==> src/rtl/ctrl_unit_seq_pkg.sv <==
// Shared types and constants for the sequenced control unit: opcodes, funct codes,
// the ID/EX control bundle layout and FSM states.
package ctrl_unit_seq_pkg;

  localparam int unsigned OP_W   = 4;
  localparam int unsigned FN_W   = 4;
  localparam int unsigned CTRL_W = 11;

  localparam logic [OP_W-1:0] OP_TYPEA = 4'b0000;
  localparam logic [OP_W-1:0] OP_BLT   = 4'b0100;
  localparam logic [OP_W-1:0] OP_BGT   = 4'b0101;
  localparam logic [OP_W-1:0] OP_BEQ   = 4'b0110;
  localparam logic [OP_W-1:0] OP_STALL = 4'b0111;
  localparam logic [OP_W-1:0] OP_LOAD  = 4'b1000;
  localparam logic [OP_W-1:0] OP_JMP   = 4'b1011;
  localparam logic [OP_W-1:0] OP_STORE = 4'b1100;
  localparam logic [OP_W-1:0] OP_HALT  = 4'b1111;

  localparam logic [FN_W-1:0] FN_FPM = 4'b0010;
  localparam logic [FN_W-1:0] FN_MUL = 4'b0100;
  localparam logic [FN_W-1:0] FN_DIV = 4'b0101;

  // MSB first: {RegDst,ALUOp1,ALUOp0,ALUSrc,Branch,MemRead,MemWrite,Jump,RegWrite,MemtoReg,FPC}
  typedef struct packed {
    logic       reg_dst;
    logic [1:0] alu_op;
    logic       alu_src;
    logic       branch;
    logic       mem_read;
    logic       mem_write;
    logic       jump;
    logic       reg_write;
    logic       mem_to_reg;
    logic       fpc;
  } ex_ctrl_t;

  typedef enum logic [1:0] {
    ST_RUN  = 2'd0,
    ST_WAIT = 2'd1,
    ST_HALT = 2'd2
  } state_e;

  function automatic int unsigned max_u(input int unsigned a, input int unsigned b);
    return (a > b) ? a : b;
  endfunction

endpackage

==> src/rtl/ctrl_unit_seq_if.sv <==
// Decode-stage bus between the pipeline (master) and the control unit (slave).
interface ctrl_unit_seq_if;
  import ctrl_unit_seq_pkg::*;

  logic              instr_valid;
  logic [OP_W-1:0]   opcode;
  logic [FN_W-1:0]   funct;
  logic              flush;
  logic [CTRL_W-1:0] ex_ctrl;
  logic              ex_valid;
  logic              pc_write;
  logic              ifid_write;
  logic              busy;
  logic              halted;

  modport master (
    output instr_valid, opcode, funct, flush,
    input  ex_ctrl, ex_valid, pc_write, ifid_write, busy, halted
  );

  modport slave (
    input  instr_valid, opcode, funct, flush,
    output ex_ctrl, ex_valid, pc_write, ifid_write, busy, halted
  );
endinterface

==> src/rtl/ctrl_unit_seq_decode.sv <==
// Combinational {opcode,funct} decoder: control bundle plus sequencing hints.
module ctrl_unit_seq_decode
  import ctrl_unit_seq_pkg::*;
#(
  parameter int unsigned MUL_LAT = 3,
  parameter int unsigned DIV_LAT = 8,
  parameter int unsigned FPM_LAT = 4,
  parameter int unsigned CNT_W   = 4
) (
  input  logic [OP_W-1:0]  opcode_i,
  input  logic [FN_W-1:0]  funct_i,
  output ex_ctrl_t         ctrl_o,
  output logic             is_multi_o,
  output logic [CNT_W-1:0] lat_o,
  output logic             is_stall_o,
  output logic             is_halt_o
);

  always_comb begin
    ctrl_o     = '0;
    is_multi_o = 1'b0;
    lat_o      = '0;
    is_stall_o = 1'b0;
    is_halt_o  = 1'b0;
    unique case (opcode_i)
      OP_TYPEA: begin
        ctrl_o.reg_dst   = 1'b1;
        ctrl_o.alu_op    = 2'b10;
        ctrl_o.reg_write = 1'b1;
        ctrl_o.fpc       = (funct_i == FN_FPM);
        case (funct_i)
          FN_MUL:  begin is_multi_o = 1'b1; lat_o = CNT_W'(MUL_LAT); end
          FN_DIV:  begin is_multi_o = 1'b1; lat_o = CNT_W'(DIV_LAT); end
          FN_FPM:  begin is_multi_o = 1'b1; lat_o = CNT_W'(FPM_LAT); end
          default: ;
        endcase
      end
      OP_LOAD: begin
        ctrl_o.alu_src    = 1'b1;
        ctrl_o.mem_read   = 1'b1;
        ctrl_o.mem_to_reg = 1'b1;
        ctrl_o.reg_write  = 1'b1;
      end
      OP_STORE: begin
        ctrl_o.alu_src   = 1'b1;
        ctrl_o.mem_write = 1'b1;
      end
      OP_BLT, OP_BGT, OP_BEQ: begin
        ctrl_o.alu_op = 2'b01;
        ctrl_o.branch = 1'b1;
      end
      OP_JMP:   ctrl_o.jump = 1'b1;
      OP_STALL: is_stall_o = 1'b1;
      OP_HALT:  is_halt_o  = 1'b1;
      default:  ;
    endcase
  end

endmodule

==> src/rtl/ctrl_unit_seq.sv <==
// Sequenced control unit: registers decoded controls into ID/EX and inserts bubbles
// for multi-cycle ops, program stalls, halt and branch flushes.
module ctrl_unit_seq
  import ctrl_unit_seq_pkg::*;
#(
  parameter int unsigned MUL_LAT   = 3,
  parameter int unsigned DIV_LAT   = 8,
  parameter int unsigned FPM_LAT   = 4,
  parameter int unsigned STALL_LAT = 2
) (
  input  logic          clk,
  input  logic          rst,
  ctrl_unit_seq_if.slave bus
);

  localparam int unsigned MAX_LAT = max_u(max_u(MUL_LAT, DIV_LAT), max_u(FPM_LAT, STALL_LAT));
  localparam int unsigned CNT_W   = $clog2(MAX_LAT) + 1;

  state_e           state_q;
  logic [CNT_W-1:0] cnt_q;
  ex_ctrl_t         ex_ctrl_q;
  logic             ex_valid_q;

  ex_ctrl_t         ctrl_c;
  logic             is_multi_c;
  logic [CNT_W-1:0] lat_c;
  logic             is_stall_c;
  logic             is_halt_c;
  logic             accept_c;
  logic             hold_c;

  ctrl_unit_seq_decode #(
    .MUL_LAT (MUL_LAT),
    .DIV_LAT (DIV_LAT),
    .FPM_LAT (FPM_LAT),
    .CNT_W   (CNT_W)
  ) u_decode (
    .opcode_i   (bus.opcode),
    .funct_i    (bus.funct),
    .ctrl_o     (ctrl_c),
    .is_multi_o (is_multi_c),
    .lat_o      (lat_c),
    .is_stall_o (is_stall_c),
    .is_halt_o  (is_halt_c)
  );

  assign accept_c = (state_q == ST_RUN) && bus.instr_valid && !bus.flush;
  // Freeze fetch in the same cycle an op that will occupy the stage is decoded
  assign hold_c   = accept_c && ((is_multi_c && (lat_c > CNT_W'(1)))
                              || (is_stall_c && (STALL_LAT > 1))
                              || is_halt_c);

  always_ff @(posedge clk or posedge rst) begin
    if (rst) begin
      state_q    <= ST_RUN;
      cnt_q      <= '0;
      ex_ctrl_q  <= '0;
      ex_valid_q <= 1'b0;
    end else begin
      ex_ctrl_q  <= '0;
      ex_valid_q <= 1'b0;
      unique case (state_q)
        ST_RUN: begin
          if (accept_c) begin
            ex_ctrl_q  <= ctrl_c;
            ex_valid_q <= !(is_stall_c || is_halt_c);
            if (is_multi_c) begin
              cnt_q <= lat_c - CNT_W'(1);
              if (lat_c > CNT_W'(1)) state_q <= ST_WAIT;
            end else if (is_stall_c) begin
              cnt_q <= CNT_W'(STALL_LAT - 1);
              if (STALL_LAT > 1) state_q <= ST_WAIT;
            end else if (is_halt_c) begin
              state_q <= ST_HALT;
            end
          end
        end
        ST_WAIT: begin
          cnt_q <= cnt_q - CNT_W'(1);
          if (cnt_q == CNT_W'(1)) state_q <= ST_RUN;
        end
        ST_HALT: state_q <= ST_HALT;
        default: state_q <= ST_RUN;
      endcase
    end
  end

  assign bus.ex_ctrl    = ex_ctrl_q;
  assign bus.ex_valid   = ex_valid_q;
  assign bus.pc_write   = (state_q == ST_RUN) && !hold_c;
  assign bus.ifid_write = (state_q == ST_RUN) && !hold_c;
  assign bus.busy       = (state_q == ST_WAIT);
  assign bus.halted     = (state_q == ST_HALT);

endmodule

==> src/flat_wrapper.sv <==
// flat-port wrapper written by rule: the top's interface ports become plain ports
module ctrl_unit_seq_flat import ctrl_unit_seq_pkg::*;
#(
  parameter int unsigned MUL_LAT   = 3,
  parameter int unsigned DIV_LAT   = 8,
  parameter int unsigned FPM_LAT   = 4,
  parameter int unsigned STALL_LAT = 2
)
  (clk, rst, bus_instr_valid, bus_opcode, bus_funct, bus_flush, bus_ex_ctrl, bus_ex_valid, bus_pc_write, bus_ifid_write, bus_busy, bus_halted);
  ctrl_unit_seq_if bus_i ();
  input  logic clk;
  input  logic rst;
  input wire logic [$bits(bus_i.instr_valid)-1:0] bus_instr_valid;
  input wire logic [$bits(bus_i.opcode)-1:0] bus_opcode;
  input wire logic [$bits(bus_i.funct)-1:0] bus_funct;
  input wire logic [$bits(bus_i.flush)-1:0] bus_flush;
  output wire logic [$bits(bus_i.ex_ctrl)-1:0] bus_ex_ctrl;
  output wire logic [$bits(bus_i.ex_valid)-1:0] bus_ex_valid;
  output wire logic [$bits(bus_i.pc_write)-1:0] bus_pc_write;
  output wire logic [$bits(bus_i.ifid_write)-1:0] bus_ifid_write;
  output wire logic [$bits(bus_i.busy)-1:0] bus_busy;
  output wire logic [$bits(bus_i.halted)-1:0] bus_halted;
  assign bus_i.instr_valid = bus_instr_valid;
  assign bus_i.opcode = bus_opcode;
  assign bus_i.funct = bus_funct;
  assign bus_i.flush = bus_flush;
  assign bus_ex_ctrl = bus_i.ex_ctrl;
  assign bus_ex_valid = bus_i.ex_valid;
  assign bus_pc_write = bus_i.pc_write;
  assign bus_ifid_write = bus_i.ifid_write;
  assign bus_busy = bus_i.busy;
  assign bus_halted = bus_i.halted;
  ctrl_unit_seq #(.MUL_LAT(MUL_LAT), .DIV_LAT(DIV_LAT), .FPM_LAT(FPM_LAT), .STALL_LAT(STALL_LAT)) u_core (.clk(clk), .rst(rst), .bus(bus_i));
endmodule
==> config.mk <==
export PLATFORM = sky130hd
export DESIGN_NAME = ctrl_unit_seq_flat
export DESIGN_NICKNAME = d
export VERILOG_FILES = /design/src/rtl/ctrl_unit_seq_pkg.sv /design/src/rtl/ctrl_unit_seq_if.sv /design/src/rtl/ctrl_unit_seq_decode.sv /design/src/rtl/ctrl_unit_seq.sv /design/src/flat_wrapper.sv
export SDC_FILE = /design/constraint.sdc
export NUM_CORES = 1
export LEC_CHECK = 0
export BUFFER_PORTS_ARGS = -buffer_cell sky130_fd_sc_hd__buf_2
export CORE_UTILIZATION = 49
export CTS_CLUSTER_DIAMETER = 100
export DETAILED_ROUTE_END_ITERATION = 6
export PLACE_DENSITY = 0.83
export SLEW_MARGIN = 40
export SYNTH_ARGS = -nofsm -noshare
export SYNTH_HDL_FRONTEND = slang
export SYNTH_SLANG_ARGS = --single-unit
==> constraint.sdc <==
create_clock -name clk -period 1.9 [get_ports clk]
set_clock_uncertainty 0.15 [all_clocks]
set_input_delay 0 -clock clk [delete_from_list [all_inputs] [get_ports clk]]
set_output_delay 0 -clock clk [all_outputs]
set_load 0.02 [all_outputs]
==> summary by stage <==
Outcome
The run finished, with violations left. The final reports fail on negative hold slack, negative setup slack.

STA
The final worst-path cycle share is 111%. Setup repair after global routing could not meet its margin everywhere. The worst hold slack after final layout is -0.106 ns. The shortest period the worst path allows is 2.11 ns. Setup violations remaining at the end of the flow were counted as 2. The highest clock rate is 475 MHz.

After layout, the worst setup slack is -0.207 ns. At the pin with the least slew margin, the transition time is 0.607 ns. The hold violation total from the final report was 1. The worst pin sits at a relative slew slack of 59.5%. The number of pins with negative max-slew slack in the final report was 0.

Global route
Entering global routing, the biggest net connects 17 pins. Summed over all layers, the global routing overflow is 0. The initial antenna violation count came to 0. The number of global-route vias before repair is 808. For this run, the total global-route usage over all layers was measured as 24.3%. The global-route wire length before repair is approximately 3.5 mm.

CTS
In this run, post-CTS hold repair placed 8 buffers. For the worst-skew pair, the clock arrives at the later sink with an insertion delay of 0.29 ns. Clock-pin slew was measured on the worst setup and hold paths at 0.09 ns. For this design, the sink count on the clock tree is 16. The deepest clock path buffer count is 2. The clock tree from TritonCTS is done. CTS placed an instance of sky130_fd_sc_hd__clkbuf_4 at the clock tree root.

In this run the number of H-tree levels came out at 1. Counting the buffers created by CTS gives 3.

Place
In this run the cell area measured after placement is 0.00111 mm^2. The total half-perimeter wirelength after legalization and detailed placement is 1.57 mm. At the end of routability-driven placement, the weighted congestion stood at roughly 0.86.

The count of buffers added on input and output ports is 27.

Final layout
The fill cell instance count of the final layout is 135. The number of antenna diodes in the final layout is 0. The share of cells above drive strength 1 is 36.8%. Relative to the synthesized area, the layout overhead comes to 36.2%.

The net count of the finished layout is 149. The cell area after layout is approximately 0.0013 mm^2.

Drt
The detailed router's first-iteration violation count is 33. Using the TritonRoute via totals, the vias-per-cell ratio works out to 5.51. The wire length after detailed routing is 2.29 mm.

In the routed design, unresolved DRC markers number 0. The average wire per cell in the routed design is 14.5 um. The via count of the routed design is 870. The count of TritonRoute iterations in the first routing pass is 6. In this run the remaining antenna-violating nets after routing total 0.

Die
During I/O placement, the number of pins put on the boundary was 28. The initialized floorplan defines 15 standard-cell rows. Once the floorplan was initialized, standard cells occupied 53.0% of the core. The floorplan die area is 0.00207 mm^2. The placeable core region is between 0.0015 and 0.002 mm^2. The die extent in y is 45.5 um.

From left edge to right edge, the die measures 45.5 um.

Pwr
The maximum VDD drop is 0.000601 V. The sum of internal, switching and leakage power is 1.01 mW. The analysis attributes to net switching a power of 0.364 mW.

The clock network accounts for 22.4% of the total power. The switching power as a share of total power is 35.9%. The internal power of the cells totals 0.650 mW. The power share of the combinational group is 33.9%. The analysis attributes to cell leakage a power of 0.604 nW. Registers are responsible for between 40% and 50% of the overall power. The power density over cell area is 804 mW/mm^2.

Run
The max-capacitance violation count is 0.

Yosys
The distinct cell type count after synthesis is 40. The share of the synthesized area in the top cell type is 43.2%. The post-synthesis net count is around 110. The commonest cells after synthesis are sky130_fd_sc_hd__dfrtp_1, sky130_fd_sc_hd__inv_1, sky130_fd_sc_hd__nor2_1. The count of flip-flops with a built-in enable after synthesis is 0. Synthesis inferred 16 register bits. The leading register cell type out of synthesis is sky130_fd_sc_hd__dfrtp_1. The yosys synthesis warning count is 0.

For this run, the register share of the synthesized area comes to a little over two fifths. In the synthesized netlist the async set-or-reset flop fraction comes to 100%. By area the synthesized netlist is led by sky130_fd_sc_hd__dfrtp_1, sky130_fd_sc_hd__ha_1, sky130_fd_sc_hd__nand2b_1.

The cell count after synthesis came out at 93. The netlist area before placement is 926 um^2. A synthesized cell averages 9.96 um^2. The most frequent cell after synthesis is sky130_fd_sc_hd__dfrtp_1.

The most area-hungry cell type in the Yosys netlist is sky130_fd_sc_hd__dfrtp_1.

Setup path
The critical path goes through buf_6, or4_4, or2_1, or4b_4, ha_4, or3_1, a32oi_1. Grouping stages by cell kind, the critical path spends the most delay in simple AND/OR/NAND/NOR gates. The sort of element at the end of the critical path is a register.

The startpoint-to-endpoint class of the critical path is in -> reg. The critical path required time is 1.96 ns. The cell with the largest stage delay on the worst path is sky130_fd_sc_hd__or4_4. For the worst setup path, the data arrival time is roughly 2.2 ns. The delay contributed by the slowest stage of the critical path is 0.53 ns.

The startpoint type of the worst setup path is an input pin. The number of buffers and inverters on the critical path is 1. Of all nets on the critical path, the largest fanout is 2.

Hold path
The type of the most critical hold path is in -> reg.
==> logic make-up after synthesis <==
kind of cell / count (synthesis) / share of synthesized area, %
and+or+nand+nor: 38 / 24.6
AOI/OAI and AO/OA: 17 / 14.7
DFF: 16 / 43.2
buffers and inverters: 14 / 7.84
muxes: 4 / 4.59
adders and majority gates: 3 / 4.05
xor gates and xnor gates: 1 / 0.946
==> timing repair <==
action | in CTS | in global routing
pin swaps | 3 | 1
gates resized for setup | 2 | 1
buffers inserted | 1 | 1
endpoints found under the setup margin | 2 | 2
hold endpoints to repair | 27 | 1
==> power groups by stage <==
| stage | sequential (mW) | clock, mW | combinational [mW] |
|---|---|---|---|
| 2_1_floorplan | 0.439 | 0 | 0.225 |
| 3_3_place_gp | 0.444 | 0 | 0.303 |
| 3_5_place_dp | 0.449 | 0 | 0.317 |
| 4_1_cts | 0.442 | 0.228 | 0.337 |
| 5_1_grt | 0.449 | 0.241 | 0.379 |
| 6_report | 0.443 | 0.228 | 0.343 |
==> final timing paths <==
| check | start | endpoint | slack (ns) | cells after the start |
|---|---|---|---|---|
| max in group asynchronous | rst | u_core.cnt_q[1]$_DFFE_PP0P_ | 1.03 | 3 |
| worst min register to register | u_core.cnt_q[1]$_DFFE_PP0P_ | u_core.cnt_q[1]$_DFFE_PP0P_ | 0.44 | 2 |
| worst min-delay path | bus_funct[2] | u_core.bus.ex_ctrl[0]$_DFF_PP0_ | -0.11 | 3 |
| min in group asynchronous | rst | u_core.bus.ex_ctrl[3]$_DFF_PP0_ | 0.17 | 3 |
| worst max register to register | u_core.state_q[0]$_DFFE_PP0P_ | u_core.bus.ex_ctrl[10]$_DFF_PP0_ | 0.15 | 4 |
| worst max-delay path | bus_opcode[0] | u_core.cnt_q[2]$_DFFE_PP0P_ | -0.21 | 7 |
==> worst reg2reg max path: cells and delay by family, from the launching register on <==
kind | cells | cell delay (ns)
flops | 1 | 0.50
buf+inv | 1 | 0.14
simple gates | 3 | 0.89
==> metal layers <==
metal / vias up / GRT usage [%] / routed length, um
met5: - / 0 / 0
met4: 0 / 15.2 / 48
met3: 6 / 4.37 / 135
met2: 43 / 38.6 / 1140
met1: 408 / 30.2 / 971
li1: 413 / - / -
==> state kept, by name, indices dropped and copies added, names as in the netlist <==
| register | cells |
|---|---|
| u_core.bus.ex_ctrl | 9 |
| u_core.bus.ex_valid | 1 |
| u_core.cnt_q | 4 |
| u_core.state_q | 2 |
==> metrics by stage <==
step	worst slack [ns]	TNS (ns)	utilization, %	std cells
final	-0.207	-0.266	72.3	158
after detailed placement	-0.560	-0.969	63.7	144
after global placement	-0.474	-0.828	63.7	144
after CTS	-0.199	-0.241	71.5	157
after global routing	-0.269	-0.370	72.3	158
after floorplan	-0.470	-0.778	-	93
==> layout by cell type (no fill, tap or decap), types with 2 or more instances in the layout <==
cell type,Yosys,final
sky130_fd_sc_hd__o21ai_0,2,2
sky130_fd_sc_hd__buf_2,1,25
sky130_fd_sc_hd__or3_1,2,2
sky130_fd_sc_hd__mux2i_1,2,2
sky130_fd_sc_hd__a21oi_1,4,4
sky130_fd_sc_hd__mux2_2,2,2
sky130_fd_sc_hd__nor2b_1,2,2
sky130_fd_sc_hd__buf_6,1,2
sky130_fd_sc_hd__nand2b_1,5,4
sky130_fd_sc_hd__ha_1,3,2
sky130_fd_sc_hd__nor2_1,7,7
sky130_fd_sc_hd__nand3_1,4,4
sky130_fd_sc_hd__clkbuf_4,0,3
sky130_fd_sc_hd__nand2_1,2,2
sky130_fd_sc_hd__inv_1,7,7
sky130_fd_sc_hd__nand4_1,2,2
sky130_fd_sc_hd__dfrtp_1,16,16
sky130_fd_sc_hd__and2_1,2,2
sky130_fd_sc_hd__a2111oi_0,2,2
sky130_fd_sc_hd__buf_4,3,8
sky130_fd_sc_hd__dlygate4sd3_1,0,8
sky130_fd_sc_hd__nor3_1,3,3
==> area by class of cell <==
| cell class | count | area [um^2] | area share [%] |
|---|---|---|---|
| Multi-Input combinational cell | 63 | 479 | 38.0 |
| Sequential cell | 16 | 400 | 31.7 |
| Timing Repair Buffer | 43 | 288 | 22.8 |
| Clock buffer | 4 | 36.3 | 2.88 |
| Tap cell | 25 | 31.3 | 2.48 |
| Inverter | 7 | 26.3 | 2.08 |
No activity file was read; power rests on OpenSTA's default activity.
